$ cat config.mk
export PLATFORM = sky130hd
export DESIGN_NAME = muxn_stream_sel
export DESIGN_NICKNAME = d
export VERILOG_FILES = /design/src/rtl/muxn_stream_sel.sv
export SDC_FILE = /design/constraint.sdc
export NUM_CORES = 1
export LEC_CHECK = 0
export BUFFER_PORTS_ARGS = -buffer_cell sky130_fd_sc_hd__buf_2
export CORE_UTILIZATION = 42
export CTS_CLUSTER_SIZE = 10
export DETAILED_ROUTE_END_ITERATION = 7
export GPL_ROUTABILITY_DRIVEN = 1
export PLACE_DENSITY = 0.77
export SYNTH_ARGS = -nofsm -noshare
export SYNTH_HDL_FRONTEND = slang
export SYNTH_SLANG_ARGS = --single-unit
$ cat constraint.sdc
create_clock -name CLK -period 2.1 [get_ports CLK]
set_clock_uncertainty 0.2 [all_clocks]
set_input_delay 0.21 -clock CLK [delete_from_list [all_inputs] [get_ports CLK]]
set_output_delay 0.21 -clock CLK [all_outputs]
set_load 0.02 [all_outputs]
$ cat src/rtl/muxn_stream_sel.sv
// N-channel registered stream multiplexer with fixed-select and round-robin grant modes.
// Optional even-parity output P is built when MUXN_PARITY_EN is defined.
module muxn_stream_sel #(
    parameter int N  = 4,
    parameter int W  = 4,
    parameter int SW = 2
) (
    input  logic            CLK,
    input  logic            RST,
    input  logic [N*W-1:0]  I,
    input  logic [N-1:0]    IV,
    output logic [N-1:0]    IR,
    input  logic [SW-1:0]   CD,
    input  logic            MODE,
    output logic [W-1:0]    F,
    output logic            FV,
    input  logic            FR
`ifdef MUXN_PARITY_EN
    ,
    output logic            P
`endif
);

    localparam logic [SW-1:0] PTR_RST = SW'(N - 1);

    function automatic logic f_even_parity(input logic [W-1:0] d);
        return ^d;
    endfunction

    logic [W-1:0]  r_f;
    logic          r_fv;
    logic [SW-1:0] r_ptr;
`ifdef MUXN_PARITY_EN
    logic          r_p;
`endif

    logic          w_load;
    logic          w_fix_valid;
    logic          w_rr_valid;
    logic [SW-1:0] w_rr_idx;
    logic          w_grant_valid;
    logic [SW-1:0] w_g;
    logic          w_xfer;
    logic [W-1:0]  w_data;
    logic [N-1:0]  w_ir;

    // Output stage can accept a word when empty or being drained this cycle.
    always_comb begin
        w_load = !r_fv || FR;
    end

    // Fixed-mode grant: CD values with no matching channel never grant.
    always_comb begin
        w_fix_valid = 1'b0;
        for (int k = 0; k < N; k++) begin
            if (CD == SW'(k)) begin
                w_fix_valid = IV[k];
            end else begin
                w_fix_valid = w_fix_valid;
            end
        end
    end

    // Round-robin grant: first valid channel after the pointer, wrapping mod N.
    always_comb begin
        w_rr_valid = 1'b0;
        w_rr_idx   = '0;
        for (int i = 1; i <= N; i++) begin
            for (int k = 0; k < N; k++) begin
                if (!w_rr_valid && (k == (int'(r_ptr) + i) % N) && IV[k]) begin
                    w_rr_valid = 1'b1;
                    w_rr_idx   = SW'(k);
                end else begin
                    w_rr_valid = w_rr_valid;
                end
            end
        end
    end

    // Mode selection of the winning channel and transfer qualification.
    always_comb begin
        if (MODE) begin
            w_g           = w_rr_idx;
            w_grant_valid = w_rr_valid;
        end else begin
            w_g           = CD;
            w_grant_valid = w_fix_valid;
        end
        w_xfer = !RST && w_load && w_grant_valid;
    end

    // Data mux and one-hot ready decode of the granted channel.
    always_comb begin
        w_data = '0;
        w_ir   = '0;
        for (int k = 0; k < N; k++) begin
            if (w_g == SW'(k)) begin
                w_data  = I[k*W +: W];
                w_ir[k] = w_xfer;
            end else begin
                w_ir[k] = 1'b0;
            end
        end
    end

    // Output register, valid flag and round-robin pointer.
    always_ff @(posedge CLK) begin
        if (RST) begin
            r_f   <= '0;
            r_fv  <= 1'b0;
            r_ptr <= PTR_RST;
        end else if (w_xfer) begin
            r_f  <= w_data;
            r_fv <= 1'b1;
            if (MODE) begin
                r_ptr <= w_g;
            end
        end else if (r_fv && FR) begin
            r_fv <= 1'b0;
        end
    end

`ifdef MUXN_PARITY_EN
    // Parity travels with the data word it describes.
    always_ff @(posedge CLK) begin
        if (RST) begin
            r_p <= 1'b0;
        end else if (w_xfer) begin
            r_p <= f_even_parity(w_data);
        end
    end

    assign P = r_p;
`endif

    assign IR = w_ir;
    assign F  = r_f;
    assign FV = r_fv;

endmodule

==> results.yml <==
clock_tree:
  root_buffer: "clkbuf_4"
  clock_path_buffers: 2
  clock-sinks: 7
  cts_max_level: 1
  insertion_delay_ps: 250
  tritoncts: "built"
  holdBufCountCts: 0
  cts_buffers: 3
  clk_pin_slew_ps: 50
synthesis:
  yosys.area_share.simple_pct: 23.54
  ys_ff_latch: 7
  netlist_area_um2: 600.6
  synth-compound-area-share_pct: 36.04
  synthDistinctLibCells: 31
  muxShareOfSynthArea_pct: 11.67
  synth_enable_flop_cells: 0
  async_reset_ff_share_pct: 0
  yosys-top-cells-area: "dfxtp_1 23%, mux2i_1 12%, a21oi_1 5.0%"
  synth_top_area_share_pct: 23.33
  ys_warn_count: 0
  synthAdderAreaFrac_pct: 0
  synth_top_family_by_area: "compound AO/OA/AOI/OAI gates"
  synth_flop_cell: "dfxtp_1"
  ys_seq_area_share_pct: 23.33
  syn-num-nets: 101
  synth_common_cells: "7 x dfxtp_1, 7 x mux2i_1, 6 x a21oi_1, 6 x inv_1"
  syn_inst: 75
  synth_top_area_cell: "dfxtp_1"
  syn_area_per_cell_um2: 8.008
  synth-xor-area-share_pct: 0
global_route:
  gr-total-overflow: 0
  gr-usage-all-layers_pct: 23.30
  grt_max_degree: 12
  grt_pass1_wl_um: 2435
  grt_pass1_vias: 580
  antenna_found_initial: 0
setup_path:
  start_kind: "register"
  crit_fanout: 6
  cp.arrival_ps: 1630
  critPathKind: "register to primary output"
  required_ps: 1690
  cp-end-kind: "primary output"
job:
  maxCapViolCount: 0
routing:
  avgViaCountPerCell: 5.496
  firstDrtPassIters: 2
  drt_wl_total_um: 1774
  drcViolationCount: 0
  first_iter_violations: 4
  wl_per_cell_um: 13.14
  ant_nets: 0
  vias: 742
power_and_ir_drop:
  irDropWorstVdd_uv: 361.8
  leakagePower_nw: 0.4728
  p_per_area_nw_per_um2: 548.9
  p_int_uw: 323.6
  p_sw_uw: 175.0
  pwr-share-clk_pct: 24.4
  p_comb_share_pct: 42.5
  p_seq_share_pct: 33.1
  switching_share_pct: 35.09
placement:
  dp_hpwl_um: 1281
  io_buffers: 34
  gp_congestion: 0.7687
  dp.cells: 123
  dp_slack_ps: 124.0
floorplan:
  io_pins: 35
  rows: 13
  start_util_pct: 45.58
  die_w_um: 39.82
  design.core.area_um2: 1318
  dieArea_um2: 1585
  die_height_um: 39.82
sta:
  drv_slew: 0
  final_hold_viol_count: 0
  min_period_over_period_pct: 97.33
  relSlewSlack_pct: 73.90
  timing.fmax_mhz: 489.2
  worst_pin_slew_ps: 388.8
  fin_ws_ps: 55.97
  setup_violations: 0
  layout_min_cycle_time_ps: 2044
outcome:
  run_status: "completed"
final_layout:
  instances_no_fill: 135
  drive_gt1_share_pct: 47.50
  antenna_cells: 0
  fillers: 119
  layout.nets: 147
  areaGrowthSynthToFinish_pct: 51.25
  fin_util_pct: 68.95
hold_path:
  holdCritPathClass: "input port to register"
## power by group through the flow
stage	Clock (mW)	Combinational, mW	Sequential [mW]
2_1_floorplan	0	0.0945	0.185
3_3_place_gp	0	0.177	0.166
3_5_place_dp	0	0.181	0.166
4_1_cts	0.123	0.192	0.164
5_1_grt	0.138	0.230	0.168
6_report	0.122	0.212	0.165
## state kept, by name, summed over array words and instances, names as in the netlist
| signal | flops |
|---|---|
| F | 4 |
| r_ptr | 2 |
| FV | 1 |
## worst max-delay path: stages, from the launching register on
cell and delay [ps]:
dfxtp_2 360, o21ai_0 120, o211ai_1 160, o21ai_1 360, nand3_4 150, inv_1 70, buf_2 150
## cell families after synthesis
group	after synthesis
simple gates	23
flops	7
buf+inv	8
compound gates	30
mux	7
## path summary, 6_finish.rpt
path | from | endpoint | slack, ps | cells after the start
worst min-delay path | I[9] | F[1] | 30 | 3
worst min register to register | F[1] | F[1] | 290 | 2
worst max-delay path | r_ptr[1] | IR[3] | 60 | 6
worst max register to register | r_ptr[0] | F[0] | 140 | 7
## metrics by stage
step                power [mW]  hold slack, ps  setup TNS (ps)  area [µm²]
floorplan               0.2799           162.4               0       600.6
global placement        0.3428           268.3               0       787.0
detailed placement      0.3473           273.2               0       787.0
CTS                     0.4786           34.06               0       843.3
global route            0.5358           37.97          -55.78       908.4
finish                  0.4986           31.72               0       908.4
## timing repair
item / in CTS / in global routing
setup endpoints to repair: 4 / 3
resized for setup: 3 / 6
pin swaps: 1 / 2
buffers inserted: 2 / 6
gates cloned: 0 / 0
## cells in the final DEF (no fill, tap or decap), drive strengths merged, types with 2 or more instances in the layout
cell and instances:
nand3b 2, clkbuf 4, mux2i 7, nand2b 3
nor2 3, buf 43, a211oi 3, a21oi 6
o21ai 7, and3 2, nand2 5, o22ai 4
nor2b 2, and2b 2, inv 6, nand3 2
dfxtp 7, and2 2
## routing by layer
metal / global-route usage (%) / up-vias / share of wire [%] / wire length (µm)
met5: 0 / - / 0 / 0
met4: 1.724 / 0 / 0 / 0
met3: 9.091 / 0 / 5.5 / 98
met2: 40.98 / 26 / 54 / 955
met1: 27.18 / 338 / 41 / 720
li1: - / 378 / - / -
## layout make-up
cell class | count | area [µm²] | area share [%]
Clock buffer | 4 | 26.28 | 2.893
Sequential cell | 7 | 142.6 | 15.70
Inverter | 6 | 22.52 | 2.479
Multi-Input combinational cell | 60 | 457.9 | 50.41
Tap cell | 15 | 18.77 | 2.066
Timing Repair Buffer | 43 | 240.2 | 26.45
No activity file was read; power rests on OpenSTA's default activity.
